[config.mk]
export PLATFORM = sky130hd
export DESIGN_NAME = note_judge_flat
export DESIGN_NICKNAME = d
export VERILOG_FILES = /design/src/rtl/note_judge_if.sv /design/src/rtl/note_judge.sv /design/src/flat_wrapper.sv
export SDC_FILE = /design/constraint.sdc
export NUM_CORES = 1
export LEC_CHECK = 0
export ABC_AREA = 0
export BUFFER_PORTS_ARGS = -buffer_cell sky130_fd_sc_hd__clkbuf_2
export CAP_MARGIN = 25
export CORE_MARGIN = 2
export CORE_UTILIZATION = 45
export CTS_BUF_LIST = sky130_fd_sc_hd__clkbuf_4
export DETAILED_ROUTE_END_ITERATION = 8
export PLACE_DENSITY = 0.72
export REMOVE_ABC_BUFFERS = 1
export SLEW_MARGIN = 5
export SYNTH_ARGS = -nofsm -noshare
export SYNTH_HDL_FRONTEND = slang
export SYNTH_SLANG_ARGS = --single-unit
[constraint.sdc]
create_clock -name CLOCK_50 -period 4.2 [get_ports CLOCK_50]
set_clock_uncertainty 0.05 [all_clocks]
set_input_delay 0.21 -clock CLOCK_50 [delete_from_list [all_inputs] [get_ports CLOCK_50]]
set_output_delay 0.21 -clock CLOCK_50 [all_outputs]
set_load 0.005 [all_outputs]
[src/rtl/note_judge_if.sv]
// Falling-note judge bus: note arrivals and player input towards the judge,
// judgement pulses and HUD values back from it.
interface note_judge_if #(
   parameter int NUM_LANES = 5,
   parameter int SCORE_W   = 16,
   parameter int STREAK_W  = 8
);
   logic                 i_game_start;
   logic                 i_note_valid;
   logic [NUM_LANES-1:0] i_notes;
   logic [NUM_LANES-1:0] i_frets;
   logic                 i_strum;
   logic                 o_hit;
   logic                 o_miss;
   logic                 o_ghost;
   logic [NUM_LANES-1:0] o_pending;
   logic [SCORE_W-1:0]   o_score;
   logic [STREAK_W-1:0]  o_streak;
   logic [2:0]           o_multiplier;

   modport master (
      output i_game_start, i_note_valid, i_notes, i_frets, i_strum,
      input  o_hit, o_miss, o_ghost, o_pending, o_score, o_streak, o_multiplier
   );

   modport slave (
      input  i_game_start, i_note_valid, i_notes, i_frets, i_strum,
      output o_hit, o_miss, o_ghost, o_pending, o_score, o_streak, o_multiplier
   );
endinterface

[src/rtl/note_judge.sv]
// Judges notes crossing the strike line against fret/strum input inside a
// timing window, and keeps score, streak and multiplier for the HUD.
module note_judge #(
   parameter int NUM_LANES   = 5,
   parameter int HIT_WINDOW  = 2500000,
   parameter int BASE_POINTS = 10,
   parameter int SCORE_W     = 16,
   parameter int STREAK_W    = 8
) (
   input  logic       CLOCK_50,
   input  logic       resetn,
   note_judge_if.slave bus
);
   localparam int TIMER_W = $clog2(HIT_WINDOW);
   localparam logic [TIMER_W-1:0] TIMER_RELOAD = TIMER_W'(HIT_WINDOW - 1);

   typedef enum logic {ST_IDLE, ST_WAIT} state_t;

   state_t               state, state_next;
   logic [NUM_LANES-1:0] pending, pending_next;
   logic [TIMER_W-1:0]   timer, timer_next;
   logic [SCORE_W-1:0]   score, score_next;
   logic [STREAK_W-1:0]  streak, streak_next;
   logic [2:0]           multiplier, multiplier_next;
   logic                 hit, hit_next;
   logic                 miss, miss_next;
   logic                 ghost, ghost_next;
   logic                 new_note;
   logic                 judged;
   logic [SCORE_W:0]     points;
   logic [SCORE_W:0]     score_sum;

   assign new_note  = bus.i_note_valid & (|bus.i_notes);
   assign points    = (SCORE_W+1)'(BASE_POINTS) * (SCORE_W+1)'(multiplier);
   assign score_sum = {1'b0, score} + points;

   function automatic logic [2:0] mult_for(input logic [STREAK_W-1:0] s);
      if (32'(s) >= 30)      return 3'd4;
      else if (32'(s) >= 20) return 3'd3;
      else if (32'(s) >= 10) return 3'd2;
      else                   return 3'd1;
   endfunction

   always_ff @(posedge CLOCK_50 or negedge resetn) begin
      if (!resetn) begin
         state      <= ST_IDLE;
         pending    <= '0;
         timer      <= '0;
         score      <= '0;
         streak     <= '0;
         multiplier <= 3'd1;
         hit        <= 1'b0;
         miss       <= 1'b0;
         ghost      <= 1'b0;
      end else begin
         state      <= state_next;
         pending    <= pending_next;
         timer      <= timer_next;
         score      <= score_next;
         streak     <= streak_next;
         multiplier <= multiplier_next;
         hit        <= hit_next;
         miss       <= miss_next;
         ghost      <= ghost_next;
      end
   end

   // A strum always decides the pending note; otherwise an overrunning note or
   // an expired timer does. Once decided, a note arriving the same cycle is
   // latched immediately so no note is ever dropped.
   always_comb begin
      state_next      = state;
      pending_next    = pending;
      timer_next      = timer;
      score_next      = score;
      streak_next     = streak;
      hit_next        = 1'b0;
      miss_next       = 1'b0;
      ghost_next      = 1'b0;
      judged          = 1'b0;

      case (state)
         ST_IDLE: begin
            if (new_note) begin
               pending_next = bus.i_notes;
               timer_next   = TIMER_RELOAD;
               state_next   = ST_WAIT;
            end else if (bus.i_strum) begin
               ghost_next = 1'b1;
            end
         end
         ST_WAIT: begin
            if (bus.i_strum) begin
               judged = 1'b1;
               if (bus.i_frets == pending) hit_next  = 1'b1;
               else                        miss_next = 1'b1;
            end else if (new_note || timer == '0) begin
               judged    = 1'b1;
               miss_next = 1'b1;
            end else begin
               timer_next = timer - TIMER_W'(1);
            end
            if (judged) begin
               if (new_note) begin
                  pending_next = bus.i_notes;
                  timer_next   = TIMER_RELOAD;
               end else begin
                  pending_next = '0;
                  timer_next   = '0;
                  state_next   = ST_IDLE;
               end
            end
         end
         default: state_next = ST_IDLE;
      endcase

      if (hit_next) begin
         score_next  = score_sum[SCORE_W] ? '1 : score_sum[SCORE_W-1:0];
         streak_next = (&streak) ? streak : streak + STREAK_W'(1);
      end else if (miss_next || ghost_next) begin
         streak_next = '0;
      end

      // Game start outranks everything else, including a same-cycle judgement.
      if (bus.i_game_start) begin
         state_next   = ST_IDLE;
         pending_next = '0;
         timer_next   = '0;
         score_next   = '0;
         streak_next  = '0;
         hit_next     = 1'b0;
         miss_next    = 1'b0;
         ghost_next   = 1'b0;
      end

      multiplier_next = mult_for(streak_next);
   end

   assign bus.o_hit        = hit;
   assign bus.o_miss       = miss;
   assign bus.o_ghost      = ghost;
   assign bus.o_pending    = pending;
   assign bus.o_score      = score;
   assign bus.o_streak     = streak;
   assign bus.o_multiplier = multiplier;
endmodule

[src/flat_wrapper.sv]
// flat-port wrapper written by rule: the top's interface ports become plain ports
module note_judge_flat 
#(
   parameter int NUM_LANES   = 5,
   parameter int HIT_WINDOW  = 2500000,
   parameter int BASE_POINTS = 10,
   parameter int SCORE_W     = 16,
   parameter int STREAK_W    = 8
)
  (CLOCK_50, resetn, bus_i_game_start, bus_i_note_valid, bus_i_notes, bus_i_frets, bus_i_strum, bus_o_hit, bus_o_miss, bus_o_ghost, bus_o_pending, bus_o_score, bus_o_streak, bus_o_multiplier);
  note_judge_if #(.NUM_LANES(NUM_LANES), .SCORE_W(SCORE_W), .STREAK_W(STREAK_W)) bus_i ();
  input  logic CLOCK_50;
  input  logic resetn;
  input wire logic [$bits(bus_i.i_game_start)-1:0] bus_i_game_start;
  input wire logic [$bits(bus_i.i_note_valid)-1:0] bus_i_note_valid;
  input wire logic [$bits(bus_i.i_notes)-1:0] bus_i_notes;
  input wire logic [$bits(bus_i.i_frets)-1:0] bus_i_frets;
  input wire logic [$bits(bus_i.i_strum)-1:0] bus_i_strum;
  output wire logic [$bits(bus_i.o_hit)-1:0] bus_o_hit;
  output wire logic [$bits(bus_i.o_miss)-1:0] bus_o_miss;
  output wire logic [$bits(bus_i.o_ghost)-1:0] bus_o_ghost;
  output wire logic [$bits(bus_i.o_pending)-1:0] bus_o_pending;
  output wire logic [$bits(bus_i.o_score)-1:0] bus_o_score;
  output wire logic [$bits(bus_i.o_streak)-1:0] bus_o_streak;
  output wire logic [$bits(bus_i.o_multiplier)-1:0] bus_o_multiplier;
  assign bus_i.i_game_start = bus_i_game_start;
  assign bus_i.i_note_valid = bus_i_note_valid;
  assign bus_i.i_notes = bus_i_notes;
  assign bus_i.i_frets = bus_i_frets;
  assign bus_i.i_strum = bus_i_strum;
  assign bus_o_hit = bus_i.o_hit;
  assign bus_o_miss = bus_i.o_miss;
  assign bus_o_ghost = bus_i.o_ghost;
  assign bus_o_pending = bus_i.o_pending;
  assign bus_o_score = bus_i.o_score;
  assign bus_o_streak = bus_i.o_streak;
  assign bus_o_multiplier = bus_i.o_multiplier;
  note_judge #(.NUM_LANES(NUM_LANES), .HIT_WINDOW(HIT_WINDOW), .BASE_POINTS(BASE_POINTS), .SCORE_W(SCORE_W), .STREAK_W(STREAK_W)) u_core (.CLOCK_50(CLOCK_50), .resetn(resetn), .bus(bus_i));
endmodule
==> flow_results.org <==
** GRT
- All-layer global routing usage :: 19.5%
- Global-route wire length before repair :: 12.1 mm
- The via count of the first global-routing pass is 2583.
- Number of antenna violations at the first check in global routing :: 0
- Total global routing overflow :: 0
- Entering global routing, the biggest net connects 59 pins.

** Setup path
- Crit Path Class :: reg2reg
- Top delay family on crit path :: compound AO/OA/AOI/OAI gates
- At the worst endpoint, the required time is between 4 and 5 ns.
- Counting buffers and inverters, the worst setup path is 9 cells deep.
- In this run the critical register-to-register path is captured at u_core.bus.o_score[1]$_DFFE_PN0P_.
- Critical path, cell by cell :: ha_1 > ha_1 > ha_1 > inv_1 > o21ba_2 > o21ai_0 > nand3_1 > or3_1 > o21ai_0
- Number of buffer and inverter instances along the worst setup path :: 1
- Worst-case register-to-register setup slack :: roughly 1.1 ns
- Measured in cells, the most critical reg-to-reg path has a length of 9.
- CP max-delay cell :: sky130_fd_sc_hd__or3_1
- For this run, the slowest stage of the critical path takes 0.58 ns.
- CP startpoint kind :: flip-flop
- Crit-path most repeated cell :: sky130_fd_sc_hd__ha_1
- At the worst endpoint, the arrival time is 3.34 ns.
- Along the worst path, the maximum fanout reaches 13.
- In this run the critical register-to-register path is launched from u_core.bus.o_multiplier[0]$_DFF_PN1_.
- Sort of element at the end of the critical path :: flip-flop

** Clocking
- Total CTS buffers :: 9
- H-tree level count :: 3
- After clock tree synthesis, the clock-pin slew on the worst setup and hold paths is 0.10 ns.
- Clock latency on the worst-skew pair, taken at its later pin, is 0.40 ns.
- Post-CTS repair timing setup buffer count :: 0
- TritonCTS built the clock tree.
- Cell at the root of the clock tree :: sky130_fd_sc_hd__clkbuf_4
- Worst-case clock buffer depth :: 2
- Total number of clock tree sinks :: 58

** Synth
- The synthesized netlist occupies a cell area of 3300 um2.
- Fraction of registers with async set or reset after synthesis :: 100%
- Mean Syn Cell Area :: ~9 um2
- Number of enable flip-flop cells after synthesis :: 0
- Synthesis-stage register bit count :: 58
- Number of cells produced by synthesis :: 360
- During synthesis, Yosys emitted a total of 0 warnings.
- Dominant register cell in the synthesized netlist :: sky130_fd_sc_hd__dfrtp_1
- Distinct cell type count of the synthesized netlist :: 57
- For this run, the register share of the synthesized area comes to 44.0%.

** Drt
- Routed Antenna Nets :: 0
- Initial DRC Count :: 176
- Wire per inst :: about 15 um
- After detailed routing, the total wire length is around 7.5 mm.
- The first detailed-routing pass ran for 4 iterations.
- DRC Markers :: 0
- Via density per instance :: 5.56
- The detailed router placed 2858 vias in this run.

** Die
- The initial utilization of the core area, before any placement, comes to 46.1%.
- After floorplanning, the core was sized to cover 7180 um2.
- Floorplan die area :: 8040 um2
- Measured along the x axis, the die boundary spans about 90 um.
- Number of placed I/O pins :: 50
- Vert. Die Dim :: 89.7 um
- The initialized floorplan defines 31 standard-cell rows.

** Layout
- The finished cells cover between 3000 and 4000 um2.
- Of the cells placed in the final design, the portion with a size suffix greater than 1 is 18.6%.
- Antenna cells :: 0
- Most frequent standard cell in the layout excluding fill and tap cells :: sky130_fd_sc_hd__dfrtp_1
- Fin nets :: about 440
- For this run, the share of the core covered by cells in the final layout is 52.7%.
- Top library cells by usage in the layout, fill and taps aside :: sky130_fd_sc_hd__dfrtp_1 (57), sky130_fd_sc_hd__clkbuf_2 (49), sky130_fd_sc_hd__nor2_1 (40)
- Synth-to-layout area growth :: 14.4%

** Outcome
- Result of the run :: finished clean

** Worst hold path
- WHS Path Cells :: 2
- Tightest Hold Check Type :: in2reg
- Launch instance of the worst min-delay path :: bus_i_notes[0]
- End point of the most critical hold path :: u_core.bus.o_pending[0]$_DFFE_PN0P_

** Timing
- Hold is met by ~0.024 ns.
- Time the worst path needs with I/O delays and setup :: 3.08 ns
- Setup total negative slack on the finished layout was measured at 0 ns.
- RSZ-0062 raised after global routing :: no
- Ratio of final minimum period to clock period :: 73.3%
- Worst setup slack after layout :: 1.12 ns
- Final slew viol count :: 0
- Setup violations remaining at the end of the flow were counted as 0.
- The number of endpoints with negative hold slack in the final report came to 0.
- Highest clock rate :: approximately 320 MHz
- Worst-Margin Slew :: 0.852 ns
- Worst slew slack as a fraction of its limit :: 42.8%

** Placed design
- At the placement stage, the worst setup path has a slack of about 1.1 ns.
- IO buf count :: 49
- The congestion estimate from routability-driven global placement came to 0.930.
- HPWL after detailed placement :: 5.25 mm
- Once placement finished, the instance area stood at 3640 um2.

** Power
- Summed over all cells, the static leakage comes to around 1.8 nW.
- Worst IR drop on VDD :: ~0.00015 V
- Dividing total power by cell area gives a power density of approximately 290 nW/um2.

** Job
- Number of maximum-capacitance constraint violations :: 0
==> worst max-delay path by stage <==
stage          slack (ns)                                 start                                 end
3_3_place_gp         1.22  u_core.bus.o_multiplier[0]$_DFF_PN1_   u_core.bus.o_score[1]$_DFFE_PN0P_
5_1_grt              0.87  u_core.bus.o_multiplier[0]$_DFF_PN1_  u_core.bus.o_score[11]$_DFFE_PN0P_
4_1_cts              1.13  u_core.bus.o_multiplier[0]$_DFF_PN1_   u_core.bus.o_score[1]$_DFFE_PN0P_
2_1_floorplan        1.58  u_core.bus.o_multiplier[0]$_DFF_PN1_  u_core.bus.o_score[13]$_DFFE_PN0P_
3_5_place_dp         1.14  u_core.bus.o_multiplier[0]$_DFF_PN1_   u_core.bus.o_score[1]$_DFFE_PN0P_
6_report             1.12  u_core.bus.o_multiplier[0]$_DFF_PN1_   u_core.bus.o_score[1]$_DFFE_PN0P_
==> cell type report <==
type	count	area, um2
Inverter	12	45.0
Fill cell	681	3400
Tap cell	99	124
Multi-Input combinational cell	276	1750
Clock buffer	11	82.6
Sequential cell	58	1450
Timing Repair Buffer	53	278
Clock inverter	5	47.5
==> cells in the mapped netlist, drive strengths merged, types with 2 or more instances <==
cell    number  area [um2]
inv         11        41.3
o21ai       34         170
nand2b       3        18.8
mux2i        4        40.0
o31ai        3        22.5
o211ai       2        15.0
o41ai        2        17.5
and3         4        25.0
clkbuf      10        37.5
nand3       16        80.1
nand4        4        25.0
nor3        18        90.1
nand3b       2        15.0
nand2       20        77.6
xor2         9        78.8
and2         3        18.8
a31oi        5        31.3
buf          4        18.8
or4          2        15.0
nor4         6        52.6
dfrtp       57        1430
xnor2       13         114
a32o         5        50.1
a21o         6        45.0
ha          11         138
nor2        40         150
a221oi       2        17.5
o21ba        2        20.0
or3          8        50.1
or2          3        18.8
nor3b        2        15.0
and4         3        26.3
a21oi       25         125
o31a         2        17.5
==> sequential cells by signal, indices dropped and copies added (netlist names) <==
register	flops
u_core.state	1
u_core.bus.o_ghost	1
u_core.timer	22
u_core.bus.o_hit	1
u_core.bus.o_score	16
u_core.bus.o_multiplier	3
u_core.bus.o_streak	8
u_core.bus.o_pending	5
u_core.bus.o_miss	1
==> worst reg2reg max path, stage by stage, from the launching register on <==
cell and delay (ns):
sky130_fd_sc_hd__dfstp_2 0.55, sky130_fd_sc_hd__ha_1 0.14, sky130_fd_sc_hd__ha_1 0.22, sky130_fd_sc_hd__ha_1 0.30, sky130_fd_sc_hd__inv_1 0.06, sky130_fd_sc_hd__o21ba_2 0.22
sky130_fd_sc_hd__o21ai_0 0.53, sky130_fd_sc_hd__nand3_1 0.19, sky130_fd_sc_hd__or3_1 0.58, sky130_fd_sc_hd__o21ai_0 0.16
==> stage by stage <==
stage	power, mW	cells
2_1_floorplan	0.662	346
3_3_place_gp	0.712	497
3_5_place_dp	0.714	497
4_1_cts	1.10	514
5_1_grt	1.14	514
6_report	1.09	514
==> where the power goes <==
part	internal (mW)	switching [mW]
combinational	0.0415	0.0743
clock	0.189	0.195
sequential	0.572	0.0165
total	0.803	0.286
==> cells by family after synthesis <==
family                     synth area share [%]
buffers and inverters                      3.07
muxes                                      1.21
AOI/OAI and AO/OA                          18.7
adders and majority gates                  5.11
DFF                                        44.0
and+or+nand+nor                            22.1
xor gates and xnor gates                   5.83
==> metal layers <==
metal	GRT usage, %	share of wire (%)
met5	0	0
met4	8.28	1.4
met3	4.02	5.5
met2	29.9	46
met1	26.9	47
==> what timing repair did <==
item	4_1_cts	5_1_grt
hold buffers	1	0
gates resized for setup	0	0
endpoints found under the hold margin	57	0
No activity file was read; power rests on OpenSTA's default activity.
